$ cat config.mk
export PLATFORM = sky130hd
export DESIGN_NAME = imem_loader
export DESIGN_NICKNAME = d
export VERILOG_FILES = /design/src/rtl/imem_loader.sv
export SDC_FILE = /design/constraint.sdc
export NUM_CORES = 1
export LEC_CHECK = 0
export BUFFER_PORTS_ARGS = -buffer_cell sky130_fd_sc_hd__buf_2
export CAP_MARGIN = 20
export CELL_PAD_IN_SITES_DETAIL_PLACEMENT = 1
export CELL_PAD_IN_SITES_GLOBAL_PLACEMENT = 1
export CORE_MARGIN = 3
export CORE_UTILIZATION = 46
export DETAILED_ROUTE_END_ITERATION = 6
export HOLD_SLACK_MARGIN = 0.03
export PLACE_DENSITY_LB_ADDON = 0.1
export SLEW_MARGIN = 20
export SYNTH_ARGS = -nofsm -noshare
export SYNTH_HDL_FRONTEND = slang
export SYNTH_SLANG_ARGS = --single-unit
export TNS_END_PERCENT = 30
$ cat constraint.sdc
create_clock -name clk -period 3.33 [get_ports clk]
set_input_delay 0.333 -clock clk [delete_from_list [all_inputs] [get_ports clk]]
set_output_delay 0.333 -clock clk [all_outputs]
set_load 0.02 [all_outputs]
$ cat src/rtl/imem_loader.sv
// Boot loader: assembles a big-endian byte stream into instruction memory writes.
// Define IMEM_LOADER_CHECKSUM_EN to require a trailing 8-bit data checksum byte.
module imem_loader #(
    parameter int          DEPTH     = 1024,
    parameter logic [31:0] BASE_ADDR = 32'h0000_0000,
    parameter int          CNT_W     = $clog2(DEPTH) + 1
) (
    input  logic             clk,
    input  logic             reset,
    input  logic             start,
    input  logic             in_valid,
    input  logic [7:0]       in_data,
    output logic             in_ready,
    output logic             imem_wr_en,
    output logic [31:0]      imem_wr_addr,
    output logic [31:0]      imem_wr_data,
    output logic             cpu_hold,
    output logic             done,
    output logic             error,
    output logic [CNT_W-1:0] words_loaded
);

    typedef enum logic [2:0] {
        S_CNT_HI,
        S_CNT_LO,
        S_DATA,
`ifdef IMEM_LOADER_CHECKSUM_EN
        S_CSUM,
`endif
        S_DONE,
        S_ERR
    } state_e;

    state_e             state_q, state_d;
    logic               in_ready_q, in_ready_d;
    logic               wr_en_q, wr_en_d;
    logic [31:0]        wr_addr_q, wr_addr_d;
    logic [31:0]        wr_data_q, wr_data_d;
    logic               cpu_hold_q, cpu_hold_d;
    logic               done_q, done_d;
    logic               error_q, error_d;
    logic [CNT_W-1:0]   words_loaded_q, words_loaded_d;
    logic [1:0]         byte_idx_q, byte_idx_d;
    logic [15:0]        count_q, count_d;
    logic [23:0]        asm_q, asm_d;
`ifdef IMEM_LOADER_CHECKSUM_EN
    logic [7:0]         csum_q, csum_d;
`endif

    logic               accept;
    logic [15:0]        cnt_full;
    logic [31:0]        word_full;
    logic               last_word;

    assign accept    = in_valid && in_ready_q;
    assign cnt_full  = {count_q[15:8], in_data};
    assign word_full = {asm_q, in_data};
    // words_loaded has already caught up with the previous word here
    assign last_word = (16'(words_loaded_q) + 16'd1) == count_q;

    always_comb begin
        state_d        = state_q;
        wr_en_d        = 1'b0;
        wr_addr_d      = wr_addr_q;
        wr_data_d      = wr_data_q;
        cpu_hold_d     = cpu_hold_q;
        done_d         = done_q;
        error_d        = error_q;
        words_loaded_d = words_loaded_q;
        byte_idx_d     = byte_idx_q;
        count_d        = count_q;
        asm_d          = asm_q;
`ifdef IMEM_LOADER_CHECKSUM_EN
        csum_d         = csum_q;
`endif

        if (wr_en_q) begin
            words_loaded_d = words_loaded_q + CNT_W'(1);
        end

        unique case (state_q)
            S_CNT_HI: begin
`ifdef IMEM_LOADER_CHECKSUM_EN
                csum_d = 8'h00;
`endif
                if (accept) begin
                    count_d[15:8] = in_data;
                    state_d       = S_CNT_LO;
                end
            end
            S_CNT_LO: begin
                if (accept) begin
                    count_d[7:0] = in_data;
                    byte_idx_d   = 2'd0;
                    if (cnt_full == 16'd0) begin
`ifdef IMEM_LOADER_CHECKSUM_EN
                        state_d    = S_CSUM;
`else
                        state_d    = S_DONE;
                        done_d     = 1'b1;
                        cpu_hold_d = 1'b0;
`endif
                    end else if (32'(cnt_full) > 32'(DEPTH)) begin
                        state_d = S_ERR;
                        error_d = 1'b1;
                    end else begin
                        state_d = S_DATA;
                    end
                end
            end
            S_DATA: begin
                if (accept) begin
                    asm_d      = word_full[23:0];
                    byte_idx_d = byte_idx_q + 2'd1;
`ifdef IMEM_LOADER_CHECKSUM_EN
                    csum_d     = csum_q + in_data;
`endif
                    if (byte_idx_q == 2'd3) begin
                        wr_en_d   = 1'b1;
                        wr_data_d = word_full;
                        wr_addr_d = BASE_ADDR
                                  + (32'(words_loaded_q) << 2);
                        if (last_word) begin
`ifdef IMEM_LOADER_CHECKSUM_EN
                            state_d = S_CSUM;
`else
                            state_d = S_DONE;
`endif
                        end
                    end
                end
            end
`ifdef IMEM_LOADER_CHECKSUM_EN
            S_CSUM: begin
                if (accept) begin
                    if (in_data == csum_q) begin
                        state_d    = S_DONE;
                        done_d     = 1'b1;
                        cpu_hold_d = 1'b0;
                    end else begin
                        state_d = S_ERR;
                        error_d = 1'b1;
                    end
                end
            end
`endif
            S_DONE: begin
                // done follows the final strobe by one edge
                if (wr_en_q) begin
                    done_d     = 1'b1;
                    cpu_hold_d = 1'b0;
                end
            end
            S_ERR: begin
            end
            default: begin
                state_d = S_ERR;
                error_d = 1'b1;
            end
        endcase

        if (start && (state_q == S_DONE || state_q == S_ERR)) begin
            state_d        = S_CNT_HI;
            done_d         = 1'b0;
            error_d        = 1'b0;
            cpu_hold_d     = 1'b1;
            words_loaded_d = '0;
            wr_addr_d      = BASE_ADDR;
            byte_idx_d     = 2'd0;
        end

        in_ready_d = (state_d != S_DONE) && (state_d != S_ERR);
    end

    always_ff @(posedge clk or negedge reset) begin
        if (!reset) begin
            state_q        <= S_CNT_HI;
            in_ready_q     <= 1'b1;
            wr_en_q        <= 1'b0;
            wr_addr_q      <= BASE_ADDR;
            wr_data_q      <= '0;
            cpu_hold_q     <= 1'b1;
            done_q         <= 1'b0;
            error_q        <= 1'b0;
            words_loaded_q <= '0;
            byte_idx_q     <= '0;
            count_q        <= '0;
            asm_q          <= '0;
`ifdef IMEM_LOADER_CHECKSUM_EN
            csum_q         <= '0;
`endif
        end else begin
            state_q        <= state_d;
            in_ready_q     <= in_ready_d;
            wr_en_q        <= wr_en_d;
            wr_addr_q      <= wr_addr_d;
            wr_data_q      <= wr_data_d;
            cpu_hold_q     <= cpu_hold_d;
            done_q         <= done_d;
            error_q        <= error_d;
            words_loaded_q <= words_loaded_d;
            byte_idx_q     <= byte_idx_d;
            count_q        <= count_d;
            asm_q          <= asm_d;
`ifdef IMEM_LOADER_CHECKSUM_EN
            csum_q         <= csum_d;
`endif
        end
    end

    assign in_ready     = in_ready_q;
    assign imem_wr_en   = wr_en_q;
    assign imem_wr_addr = wr_addr_q;
    assign imem_wr_data = wr_data_q;
    assign cpu_hold     = cpu_hold_q;
    assign done         = done_q;
    assign error        = error_q;
    assign words_loaded = words_loaded_q;

endmodule

==> results_dict.tcl, run 1 <==
set metrics [dict create \
    drive_above_1_share 0.260 \
    ys_seq_area_frac 0.555 \
    multi_input_area_mm2 0.00188 \
    vias 3453 \
    drt-pass1-iter-count 4 \
    numPortBuffers 70 \
    hold_violations 0 \
    clock_skew_ns 0.00890 \
    postCtsHoldBufs 0 \
    grt_pass1_wl_um 18900 \
    clk_pin_slew_ns 0.10 \
    area_growth_pct 12.4 \
    die_area_mm2 0.0115 \
    p_leak_uw 0.00276 \
    nets 540 \
    final_util 0.535 \
    n_fill_cell 1127 \
    r2r-start "words_loaded[3]$_DFFE_PN0P_" \
    cts_root_buf "clkbuf_8" \
    drt_wl_total_um 11200 \
    setup_viol 0 \
    cts_sinks 104 \
    drv_slew 0 \
    path_class "reg2reg" \
    avgSynthCellArea_um2 10.2 \
    drv_cap 0 \
    min_period_ns 2.49 \
    die_h_um 107 \
    outcome "finished clean" \
    worstRegToRegCells 6 \
    ys_types 46 \
    worst_setup_path_end_kind "flop" \
    relSlewSlack 0.420 \
    fin_cells 664 \
    grt_use_total 0.209 \
    drtAntennaViolNets 0 \
    tns_ns 0 \
    numCtsBuffers 9 \
    grt_use_met2 0.348 \
    rr_endpoint "state_q[0]$_DFF_PN0_" \
    powerDensity_mw_per_mm2 555 \
    htree_levels 3 \
    vdd_drop_max_mv 0.510 \
    met1_usage 0.273 \
    vias_per_cell 5.20 \
    tightest_slew_ns 0.870 \
    coreArea_mm2 0.00986 \
    regArea_mm2 0.00261 \
    cts_tree "yes" \
    gr-usage-met3 0.0476 \
    wl_per_cell_um 16.9 \
    busiest_layer "met2" \
    grt_max_degree 67 \
    hold_class "in2async" \
    cp_max_fo 11 \
    async_flop_share 1.00 \
    grt_pass1_vias 3663 \
    max_clock_freq_mhz 402 \
    ys_ff_latch 104 \
    rsz0062_at_grt "false" \
    synthCells 460 \
    die-width_um 107 \
    synth_edf_count 0 \
    cts_setup_buffers 0 \
    grt-ovfl-total 0 \
    antenna_found_initial 0 \
    clock_path_buffers 2 \
    drt_iter0_markers 181 \
    drc 0 \
    ios 92 \
    start_kind "flop" \
    ys_warn_count 0 \
    n_antenna_cell 0 \
    r2r_setup_slack_ns 0.84 \
    placementRows 36 \
    post-dp-hpwl_um 7960 \
    period_share 0.747 \
    synth_ff_type "dfrtp_1" \
    worstSkewPairLatency_ns 0.36 \
    required_ns 3.64 \
    cp.arrival_ns 2.80 \
    cts.repair.resized 0 \
    synth_area_mm2 0.00470 \
    start_util 0.476 \
    gp_congestion 0.814 \
    dp.cells 648 \
]
-- state kept, by name (all words and copies together), names as in the netlist --
register / flops
error: 1
imem_wr_data: 32
done: 1
asm_q: 24
cpu_hold: 1
imem_wr_addr: 11
imem_wr_en: 1
state_q: 3
count_q: 16
byte_idx_q: 2
in_ready: 1
words_loaded: 11
-- metal layers --
metal  wire length, µm  part of all wire  vias up
met4               148             0.013        0
met3               419             0.037       16
li1                  -                 -     1608
met5                 0                 0        -
met2              5580              0.50       79
met1              5080              0.45     1750
-- worst max path at each step --
stage,start,cells past startpoint,endpoint
floorplan,words_loaded[3]$_DFFE_PN0P_,8,state_q[0]$_DFF_PN0_
global placement,in_ready$_DFF_PN1_,6,state_q[0]$_DFF_PN0_
detailed placement,words_loaded[3]$_DFFE_PN0P_,6,state_q[0]$_DFF_PN0_
CTS,words_loaded[3]$_DFFE_PN0P_,6,state_q[0]$_DFF_PN0_
global route,in_ready$_DFF_PN1_,6,state_q[0]$_DFF_PN0_
finish,words_loaded[3]$_DFFE_PN0P_,6,state_q[0]$_DFF_PN0_
-- stage by stage --
stage	area (µm²)	power, µW	hold WS, ns	worst slack, ns
after CTS	5280	2960	0.0943	0.848
final	5280	2930	0.0732	0.842
after floorplan	4770	2020	0.0374	1.17
after global placement	5090	2170	0.454	0.977
after global routing	5280	3100	0.117	0.608
after detailed placement	5090	2210	0.456	0.863
-- cells by family (layout without fill, tap and decap cells) --
kind of cell               Yosys count  count (layout)  synth area share
muxes                               40              40            0.0957
buffers and inverters               49             100            0.0618
and+or+nand+nor                    200             200             0.184
xor gates and xnor gates            23              23            0.0429
adders and majority gates            2               2           0.00533
AOI/OAI and AO/OA                   41              41            0.0549
other                                1              21          0.000799
DFF                                104             104             0.555
-- critical path: stages (launching register included) --
cell	delay, ns
dfrtp_1	0.57
nand4_2	0.34
or4_1	0.62
o32ai_1	0.14
a31oi_1	0.08
o41ai_2	0.47
o211a_1	0.21
-- where the power goes --
| part | switching, µW | total (µW) | internal, µW |
|---|---|---|---|
| Combinational | 342 | 622 | 280 |
| Clock | 425 | 743 | 318 |
| Sequential | 148 | 1560 | 1410 |
-- synth_stat cells (7+ instances only) --
master	n	share of area
nand2_1	138	0.11
dfrtp_1	102	0.54
mux2_2	39	0.094
nor2_1	22	0.018
buf_4	21	0.034
o21ai_0	16	0.017
clkbuf_1	15	0.012
xnor2_1	13	0.024
xor2_1	10	0.019
a21oi_1	7	0.0075
inv_1	7	0.0056
-- final cells by class --
| class | instances | share of cell area |
|---|---|---|
| sequential | 104 | 0.494 |
| inverter | 8 | 0.00569 |
| clock inverter | 3 | 0.00474 |
| timing repair buffer | 76 | 0.0778 |
| clock buffer | 13 | 0.0301 |
| tap | 133 | 0.0315 |
| multi-input combinational | 327 | 0.356 |
-- layout by cell type, fill, tap and decap left out, types with 2 or more instances in the layout --
cell type  synthesis  layout
a31oi_1            5       5
xnor2_1           13      13
nor2b_1            4       4
nor4_1             5       5
a21oi_1            7       7
o22ai_1            4       4
ha_1               2       2
inv_1              7       7
dfrtp_1          102     102
nor3b_1            3       3
conb_1             1      21
nand3_1            5       5
nand4_1            2       2
nor2_1            22      22
xor2_1            10      10
clkbuf_1          15       2
nand2b_1           4       4
clkbuf_8           1      11
buf_4             21       6
buf_2              1      69
and3b_1            2       2
and3_1             2       2
or4_1              3       3
o21ai_0           16      16
nor3_1             5       4
mux2_2            39      39
nand2_1          138     138
dfstp_2            2       2
Note: power is estimated with default switching activity, not from simulation.
==> inputs of run 2 (changes only) <==
- CORE_UTILIZATION: 46 -> 38
- clock period: 3.33 -> 2.05 ns (I/O delays scaled with it)
==> run 2 against run 1 <==
The flow now finishes with violations (negative setup slack). Sequential share of layout area fell by 3.6 points. Die area up 20%. Register-to-register slack got worse by 0.86 ns. Worst hold slack better by 0.061 ns. Cell area grew 8.2%. Non-clock buffer count increased by 24. Clock-buffer cell count shrank 2. Clock skew decreased by 0.0034 ns. Wire length is 4.7% higher. Largest power group unchanged. Highest routed layer unchanged.
==> results_dict.tcl, run 2 (same netlist as run 1, synthesis figures left out) <==
set metrics [dict create \
    grt-ovfl-total 0 \
    cts_tree "yes" \
    ios 92 \
    wl_per_cell_um 16.3 \
    relSlewSlack 0.631 \
    holdWs_ns 0.135 \
    cp.arrival_ns 2.35 \
    die_area_mm2 0.0137 \
    place_area_mm2 0.00528 \
    largest_reg_flops 32 \
    start_util 0.399 \
    path_cells "buf_6 > ha_4 > or3_4 > a31oi_4 > nand4_1 > o41ai_4 > o211a_1" \
    drv_slew 0 \
    htree_levels 3 \
    pwr-share-seq 0.465 \
    netSwitchingPower_uw 1640 \
    crit_slowest_cell "o41ai_4" \
    numPortBuffers 70 \
    start_kind "flop" \
    drt_iter0_markers 128 \
    p_leak_uw 0.00295 \
    worst_setup_path_end_kind "flop" \
    grt_pass1_wl_um 19100 \
    drt_wl_total_um 11800 \
    grt_pass1_vias 3716 \
    cp_num_buf_inv 1 \
    rsz0062_at_grt "true" \
    cpLargestDelayFamily "compound AO/OA/AOI/OAI gates" \
    drt-pass1-iter-count 4 \
    intPower_uw 3730 \
    cp_max_fo 2 \
    vdd_drop_max_mv 0.417 \
    cts_root_buf "clkbuf_16" \
    worstSkewPairLatency_ns 0.35 \
    p_clk_frac 0.306 \
    met1_usage 0.251 \
    layout_commonest_cell "nand2_1" \
    n_antenna_cell 0 \
    drive_above_1_share 0.317 \
    worst_slack_ns -0.0202 \
    grt_max_degree 105 \
    post-dp-hpwl_um 8060 \
    clock_path_buffers 2 \
    die_h_um 117 \
    hold_class "in2reg" \
    violations "negative setup slack" \
    period_share 1.01 \
    drc 0 \
    grt_use_total 0.180 \
    gr-usage-met3 0.0288 \
    coreArea_mm2 0.0118 \
    placementRows 39 \
    clock_skew_ns 0.00554 \
    die-width_um 117 \
    tightest_slew_ns 0.554 \
    area_growth_pct 21.6 \
    vias_per_cell 4.87 \
    powerDensity_mw_per_mm2 941 \
    busiest_layer "met2" \
    critical-path-max-stage-delay_ns 0.42 \
    most-common-layout-cells "nand2_1, dfrtp_1, buf_2" \
    power_frac_comb 0.229 \
    clk_pin_slew_ns 0.07 \
    grt_use_met2 0.285 \
    required_ns 2.33 \
    vias 3502 \
    finalInstanceArea_mm2 0.00571 \
    drtAntennaViolNets 0 \
    nets 564 \
    cts_sinks 104 \
    outcome "complete, but fails checks" \
    antenna_found_initial 0 \
    min_period_ns 2.07 \
    r2r_setup_slack_ns -0.02 \
    numCtsBuffers 9 \
    max_clock_freq_mhz 483 \
    setup_viol 1 \
    hold_violations 0 \
    drv_cap 0 \
    gp_congestion 0.871 \
    switching_share 0.305 \
    path_class "reg2reg" \
]
## run 2: changes by cell type in the layout (fill, tap and decap cells not counted), moves of 2 or more
cell | before | now
clkbuf_8 | 11 | 1
dfrtp_1 | 102 | 94
clkbuf_16 | 0 | 9
buf_12 | 1 | 3
dfrtp_2 | 0 | 8
buf_4 | 6 | 26
## run 2: layer usage
| layer | vias up | wire length, µm |
|---|---|---|
| met5 | - | 0 |
| met4 | 0 | 182 |
| met3 | 12 | 375 |
| met2 | 65 | 5500 |
| met1 | 1770 | 5690 |
| li1 | 1655 | - |
## run 2: through the flow
step | instances | util | setup WS (ns) | total power (µW) | setup TNS [ns]
after floorplan | 480 | - | 0.0280 | 3280 | 0
after global placement | 694 | 0.449 | 0.0186 | 3600 | 0
after detailed placement | 694 | 0.449 | -0.0738 | 3640 | -0.0894
after CTS | 717 | 0.478 | 0.00320 | 5330 | 0
after global routing | 719 | 0.485 | -0.147 | 5660 | -0.260
final | 719 | 0.485 | -0.0202 | 5370 | -0.0202
## run 2: tightest hold or removal path: cells and delay by family
family / cells / cell delay (ns)
simple gates: 2 / 0.11
buf+inv: 1 / 0.13
## run 2: power groups by stage
stage               Combinational [µW]  Clock [µW]  Sequential, µW
floorplan                          767           0            2510
global placement                  1080           0            2520
detailed placement                1100           0            2540
CTS                               1140        1700            2490
global route                      1360        1780            2530
finish                            1230        1640            2500
## run 2: worst paths after layout
path	start	cells after the start	to
worst max-delay path	words_loaded[1]$_DFFE_PN0P_	7	state_q[0]$_DFF_PN0_
worst min-delay path	in_data[3]	3	imem_wr_data[3]$_DFFE_PN0P_
worst max register to register	words_loaded[1]$_DFFE_PN0P_	7	state_q[0]$_DFF_PN0_
worst min register to register	asm_q[22]$_DFFE_PN0P_	2	imem_wr_data[30]$_DFFE_PN0P_
max in group asynchronous	reset	3	words_loaded[2]$_DFFE_PN0P_
min in group asynchronous	reset	3	done$_DFFE_PN0P_
## run 2: cell type report
class	instances	area (µm²)
sequential	104	2620
clock buffer	11	243
fill	1344	6050
tap	164	205
timing repair buffer	100	622
clock inverter	5	38.8
multi-input combinational	327	1950
inverter	8	30.0
## run 2: repair_timing
action	4_1_cts	5_1_grt
hold buffers	1	0
endpoints found under the setup margin	2	2
resized for setup	5	10
hold endpoints to repair	102	0
pin swaps	3	6
setup buffers	6	2
